--- config.mk ---
export PLATFORM = sky130hd
export DESIGN_NAME = overlay_scheduler
export DESIGN_NICKNAME = d
export VERILOG_FILES = /design/src/rtl/overlay_pkg.sv /design/src/rtl/overlay_frame_timer.sv /design/src/rtl/overlay_scheduler.sv
export SDC_FILE = /design/constraint.sdc
export NUM_CORES = 1
export LEC_CHECK = 0
export CAP_MARGIN = 40
export CORE_ASPECT_RATIO = 1.4
export CORE_MARGIN = 1.5
export CORE_UTILIZATION = 50
export DETAILED_ROUTE_END_ITERATION = 6
export DONT_BUFFER_PORTS = 1
export GPL_TIMING_DRIVEN = 0
export HOLD_SLACK_MARGIN = 0.1
export SYNTH_ARGS = -nofsm -noshare
export SYNTH_HDL_FRONTEND = slang
export SYNTH_SLANG_ARGS = --single-unit
--- constraint.sdc ---
create_clock -name clk -period 4.33 [get_ports clk]
set_input_delay 1.299 -clock clk [delete_from_list [all_inputs] [get_ports clk]]
set_output_delay 1.299 -clock clk [all_outputs]
set_load 0.05 [all_outputs]
--- src/rtl/overlay_pkg.sv ---
// Shared definitions for the text-overlay frame sequencer: state encodings,
// layer bit positions and the shadow offset width.
package overlay_pkg;

  localparam int SHADOW_W = 4;

  localparam int LAYER_DEMO = 0;
  localparam int LAYER_TT08 = 1;
  localparam int LAYER_SDA  = 2;

  typedef enum logic [2:0] {
    ST_IDLE      = 3'd0,
    ST_GROW      = 3'd1,
    ST_SHOW_DEMO = 3'd2,
    ST_SHOW_TT08 = 3'd3,
    ST_SHOW_SDA  = 3'd4,
    ST_BLINK     = 3'd5,
    ST_SHRINK    = 3'd6
  } state_e;

  function automatic int max3(input int a, input int b, input int c);
    int m;
    m = (a > b) ? a : b;
    return (m > c) ? m : c;
  endfunction

endpackage

--- src/rtl/overlay_frame_timer.sv ---
// Frame-tick counter with synchronous clear and a terminal-count pulse that
// auto-reloads, so one instance can time repeated periods within a state.
module overlay_frame_timer #(
  parameter int W = 4
) (
  input  logic         clk,
  input  logic         rst,
  input  logic         i_tick,
  input  logic         i_clear,
  input  logic [W-1:0] i_period,
  output logic         o_tc
);

  logic [W-1:0] r_cnt;

  assign o_tc = i_tick && (r_cnt == (i_period - W'(1)));

  always_ff @(posedge clk or posedge rst) begin
    if (rst) begin
      r_cnt <= '0;
    end else if (i_tick) begin
      if (i_clear || o_tc) r_cnt <= '0;
      else                 r_cnt <= r_cnt + W'(1);
    end
  end

endmodule

--- src/rtl/overlay_scheduler.sv ---
// Frame-rate sequencer for the text overlay: grow shadow, solo each text layer,
// blink all layers, shrink shadow, repeat. Everything advances only on frame_tick.
module overlay_scheduler
  import overlay_pkg::*;
#(
  parameter int DEFAULT_SHADOW = 4,
  parameter int MAX_SHADOW     = 7,
  parameter int STEP_FRAMES    = 4,
  parameter int DWELL_FRAMES   = 60,
  parameter int BLINK_FRAMES   = 15,
  parameter int BLINK_COUNT    = 4
) (
  input  logic                clk,
  input  logic                rst,
  input  logic                i_frame_tick,
  input  logic                i_enable,
  output logic [2:0]          o_layer_en,
  output logic                o_shadow_en,
  output logic [SHADOW_W-1:0] o_shadow_off,
  output logic                o_busy,
  output logic [2:0]          o_state_dbg
);

  localparam int FCNT_W = $clog2(max3(STEP_FRAMES, DWELL_FRAMES, BLINK_FRAMES) + 1);
  localparam int BCNT_W = $clog2(2 * BLINK_COUNT);

  localparam logic [SHADOW_W-1:0] C_MAX = SHADOW_W'(MAX_SHADOW);
  localparam logic [SHADOW_W-1:0] C_DEF = SHADOW_W'(DEFAULT_SHADOW);
  localparam logic [BCNT_W-1:0]   C_LAST_HALF = BCNT_W'(2 * BLINK_COUNT - 1);

  localparam logic [2:0] M_ALL  = 3'b111;
  localparam logic [2:0] M_DEMO = 3'(1 << LAYER_DEMO);
  localparam logic [2:0] M_TT08 = 3'(1 << LAYER_TT08);
  localparam logic [2:0] M_SDA  = 3'(1 << LAYER_SDA);

  state_e              r_state, w_state_n;
  logic [2:0]          r_layer, w_layer_n;
  logic                r_shen,  w_shen_n;
  logic [SHADOW_W-1:0] r_off,   w_off_n;
  logic [BCNT_W-1:0]   r_bcnt,  w_bcnt_n;

  logic [FCNT_W-1:0]   w_period;
  logic                w_tc;
  logic                w_clear;
  logic [SHADOW_W-1:0] w_off_inc;
  logic [SHADOW_W-1:0] w_off_dec;

  // Offset saturates at both ends instead of wrapping.
  assign w_off_inc = (r_off >= C_MAX) ? C_MAX : r_off + SHADOW_W'(1);
  assign w_off_dec = (r_off == '0) ? '0 : r_off - SHADOW_W'(1);

  always_comb begin
    w_period = FCNT_W'(STEP_FRAMES);
    case (r_state)
      ST_SHOW_DEMO, ST_SHOW_TT08, ST_SHOW_SDA: w_period = FCNT_W'(DWELL_FRAMES);
      ST_BLINK:                                w_period = FCNT_W'(BLINK_FRAMES);
      default:                                 w_period = FCNT_W'(STEP_FRAMES);
    endcase
  end

  // Frame count restarts whenever the state changes and is held at zero in IDLE.
  assign w_clear = (w_state_n != r_state) || (r_state == ST_IDLE);

  overlay_frame_timer #(.W(FCNT_W)) u_timer (
    .clk      (clk),
    .rst      (rst),
    .i_tick   (i_frame_tick),
    .i_clear  (w_clear),
    .i_period (w_period),
    .o_tc     (w_tc)
  );

  always_comb begin
    w_state_n = r_state;
    w_layer_n = r_layer;
    w_shen_n  = r_shen;
    w_off_n   = r_off;
    w_bcnt_n  = r_bcnt;
    if (!i_enable) begin
      w_state_n = ST_IDLE;
      w_layer_n = M_ALL;
      w_shen_n  = 1'b1;
      w_off_n   = C_DEF;
      w_bcnt_n  = '0;
    end else begin
      case (r_state)
        ST_IDLE: begin
          w_state_n = ST_GROW;
          w_layer_n = M_ALL;
          w_shen_n  = 1'b1;
          w_off_n   = '0;
        end
        ST_GROW: if (w_tc) begin
          w_off_n = w_off_inc;
          if (w_off_inc == C_MAX) begin
            w_state_n = ST_SHOW_DEMO;
            w_layer_n = M_DEMO;
          end
        end
        ST_SHOW_DEMO: if (w_tc) begin
          w_state_n = ST_SHOW_TT08;
          w_layer_n = M_TT08;
        end
        ST_SHOW_TT08: if (w_tc) begin
          w_state_n = ST_SHOW_SDA;
          w_layer_n = M_SDA;
        end
        ST_SHOW_SDA: if (w_tc) begin
          w_state_n = ST_BLINK;
          w_layer_n = '0;
          w_shen_n  = 1'b0;
          w_bcnt_n  = '0;
        end
        // Entry already blanked the first half-period; the last half ends lit.
        ST_BLINK: if (w_tc) begin
          if (r_bcnt == C_LAST_HALF) begin
            w_state_n = ST_SHRINK;
            w_layer_n = M_ALL;
            w_shen_n  = 1'b1;
            w_bcnt_n  = '0;
          end else begin
            w_layer_n = ~r_layer;
            w_shen_n  = ~r_shen;
            w_bcnt_n  = r_bcnt + BCNT_W'(1);
          end
        end
        ST_SHRINK: if (w_tc) begin
          w_off_n = w_off_dec;
          if (w_off_dec == '0) w_state_n = ST_GROW;
        end
        default: begin
          w_state_n = ST_IDLE;
          w_layer_n = M_ALL;
          w_shen_n  = 1'b1;
          w_off_n   = C_DEF;
          w_bcnt_n  = '0;
        end
      endcase
    end
  end

  always_ff @(posedge clk or posedge rst) begin
    if (rst) begin
      r_state <= ST_IDLE;
      r_layer <= M_ALL;
      r_shen  <= 1'b1;
      r_off   <= C_DEF;
      r_bcnt  <= '0;
    end else if (i_frame_tick) begin
      r_state <= w_state_n;
      r_layer <= w_layer_n;
      r_shen  <= w_shen_n;
      r_off   <= w_off_n;
      r_bcnt  <= w_bcnt_n;
    end
  end

  assign o_layer_en   = r_layer;
  assign o_shadow_en  = r_shen;
  assign o_shadow_off = r_off;
  assign o_busy       = (r_state != ST_IDLE);
  assign o_state_dbg  = r_state;

endmodule

==> qor.yml <==
sta:
  rsz0062_at_grt: "false"
  hold_viol_final: 0
  slew_violations: 0
  slew_headroom: 0.4627
  finClkSkew_ns: 0.003472
  timing.final.ws_setup_ns: 0.9622
  fmax_mhz: 296.9
  worst-slew-pin-transition_ns: 0.8051
  fin_crit_ns: 3.368
  timing.hold.ws_ns: 0.5433
  setup_viol: 0
  tns_ns: 0
  finalCritPeriodShare: 0.7778
floorplan:
  die_y_um: 70.28
  die_area_um2: 3588
  fp.dieW_um: 51.06
  floorplan.initialDensity: 0.5227
  coreArea_um2: 3093
  ios: 16
  num_rows: 24
hold_path:
  hold_depth: 1
  min-delay-start: "r_bcnt[2]"
  hold_class: "reg2reg"
  whs_endpoint: "r_bcnt[2]"
yosys:
  yosysWarnings: 0
  synth_nets: 215
  muxShareOfSynthArea: 0.07895
  synth_top_family_by_area: "compound AO/OA/AOI/OAI gates"
  avgSynthCellArea_um2: 7.886
  async_flop_share: 1.000
  synthSimpleGateAreaFrac: 0.2322
  ys_types: 49
  syn_area_um2: 1617
  syn-instance-count: 205
  synth-seq-cells: 20
  synth_flop_cell: "dfrtp_1"
  synth-edff-count: 0
  synthAdderAreaFrac: 0.05263
  synth_compound_area_frac: 0.2500
  synth-seq-area-share: 0.3135
  synthXorXnorAreaFrac: 0.01084
cts:
  cts_resized: 0
  clk_pin_slew_ns: 0.08
  cts.path.max_buffers: 2
  post-cts-setup-buffers: 0
  hold_buffers: 0
  cts_tree: "done"
  htree_num_levels: 1
  cts_buffers: 3
  clock-sinks: 20
  cts-root-buf: "clkbuf_8"
  clock_latency_ns: 0.26
detailed_routing:
  wl_met2_um: 2264
  num_vias: 1548
  ant_nets: 0
  top_layer_used: "met4"
  wl_met3_um: 147
  drc: 0
  routedWlPerCell_um: 17.24
  vias_per_cell: 6.242
  dr.pass1.iters: 4
  wl_um: 4275
  drt-met1-wl_um: 1761
  drtIter0Drc: 52
global_routing:
  grt_start_max_net_pins: 21
  grt_use_total: 0.2624
  grt_remaining_overflow: 0
  grt_pass1_wl_um: 7327
  antenna_found_initial: 0
  grt_pass1_vias: 1595
critical_path:
  startpoint_type: "flip-flop"
  r2r_end: "o_shadow_en"
  critPathMaxStageDelay_ns: 0.75
  worstSetupPathType: "reg2out"
  crit_required_ns: 3.03
  cp-end-kind: "output pin"
  r2r_slack_ns: 1.24
  crit_chain: "clkbuf_1 > nor2_1 > nand2_1"
  worstPathMaxFanout: 10
  reg2reg_from: "o_state_dbg[0]"
  critical_path.top_delay_family: "flip-flops"
  reg2regPathDepth: 8
  slowest_stage: "dfrtp_1"
  path_buf_inv: 1
  crit_arrival_ns: 2.07
placed_design:
  dp_cells: 244
  place_ws_ns: 1.230
  gp_congestion: 0.8719
  numPortBuffers: 0
  hpwl_um: 3185
power:
  power_density_nw_per_um2: 375.0
  ir_drop_mv: 0.3124
  leakage_nw: 0.7067
status:
  status: "complete, no violations"
final_layout:
  fin_util: 0.5562
  final_cells: 248
  layout-drive-gt1-share: 0.1005
  syn2layout_area_growth_pct: 6.424
  nets: 220
  antenna_cells: 0
run:
  cap_violations: 0
## state kept, by name, indices dropped and copies added (netlist names)
signal / flops
o_layer_en: 3
o_shadow_en: 1
o_shadow_off: 4
o_state_dbg: 3
r_bcnt: 3
u_timer.r_cnt: 6
## stage by stage
stage          total power [mW]  cell area, um2
5_1_grt                  0.6792            1720
3_3_place_gp             0.4895            1665
6_report                 0.6452            1720
2_1_floorplan            0.4505            1617
3_5_place_dp             0.4967            1665
4_1_cts                  0.6434            1720
## synthesized netlist by cell type, types with 2 or more instances
| master | number | area (um2) |
|---|---|---|
| a21o_1 | 3 | 22.52 |
| a21oi_1 | 14 | 70.07 |
| a311o_1 | 2 | 20.02 |
| a31oi_1 | 4 | 25.02 |
| buf_2 | 2 | 10.01 |
| clkbuf_1 | 10 | 37.54 |
| dfrtp_1 | 15 | 375.4 |
| dfstp_2 | 5 | 131.4 |
| ha_1 | 6 | 75.07 |
| inv_1 | 13 | 48.80 |
| mux2_1 | 3 | 33.78 |
| mux2_2 | 3 | 33.78 |
| mux2_4 | 2 | 30.03 |
| mux2i_1 | 3 | 30.03 |
| nand2_1 | 18 | 67.56 |
| nand3_1 | 7 | 35.03 |
| nand4_1 | 3 | 18.77 |
| nand4b_1 | 2 | 17.52 |
| nor2_1 | 20 | 75.07 |
| nor3_1 | 13 | 65.06 |
| nor4_1 | 2 | 12.51 |
| o211ai_1 | 2 | 15.01 |
| o21a_1 | 2 | 15.01 |
| o21ai_0 | 16 | 80.08 |
| o21ai_2 | 2 | 17.52 |
| o22ai_1 | 5 | 31.28 |
| o31ai_1 | 2 | 15.01 |
| or3_1 | 4 | 25.02 |
| xor2_1 | 2 | 17.52 |
## kinds of logic (layout without fill, tap and decap cells)
logic type,after synthesis,count (layout)
buf+inv,26,30
simple gates,77,77
fa+ha+maj,7,7
mux,11,11
xor+xnor,2,2
flops,20,20
compound gates,62,62
## final cells by class
type / count / area (um2)
Buffer: 12 / 47.55
Clock buffer: 4 / 55.05
Fill cell: 291 / 1373
Inverter: 14 / 52.55
Multi-Input combinational cell: 159 / 1010
Sequential cell: 20 / 506.7
Tap cell: 39 / 48.80
## report_power, final
group,internal [mW],switching [mW]
clock,0.0811,0.0665
sequential,0.214,0.0829
combinational,0.0707,0.130
## how the worst max path moves through the flow
stage / from / to / slack [ns] / depth (start not counted)
2_1_floorplan: o_state_dbg[0] / o_busy / 1.56 / 3
3_3_place_gp: i_frame_tick / o_shadow_en / 1.28 / 7
3_5_place_dp: i_frame_tick / o_shadow_en / 1.23 / 7
4_1_cts: o_state_dbg[0] / o_busy / 1.02 / 3
5_1_grt: o_state_dbg[0] / o_busy / 0.92 / 3
6_report: o_state_dbg[0] / o_busy / 0.96 / 3
## placed cells by master, fill, tap and decap left out, types with 2 or more instances in the layout
cell	synthesis	layout
mux2i_1	3	3
dfrtp_1	15	15
nor3_1	13	13
nand4b_1	2	2
nor4_1	2	2
mux2_1	3	3
nand4_1	3	3
o21ai_2	2	2
nand2_1	18	18
a311o_1	2	2
ha_1	6	6
or3_1	4	4
inv_1	13	13
clkbuf_1	10	10
buf_2	2	2
dfstp_2	5	5
a31oi_1	4	4
o21ai_0	16	16
a21o_1	3	3
clkbuf_8	0	4
o31ai_1	2	2
o211ai_1	2	2
o22ai_1	5	5
a21oi_1	14	14
nand3_1	7	7
nor2_1	20	20
o21a_1	2	2
xor2_1	2	2
mux2_4	2	2
mux2_2	3	3
## per-layer routing
layer	GRT usage	up-vias
met5	0	-
met1	0.3093	746
met2	0.4791	39
met4	0.08408	0
met3	0.02991	8
li1	-	755
No activity file was read; power rests on OpenSTA's default activity.
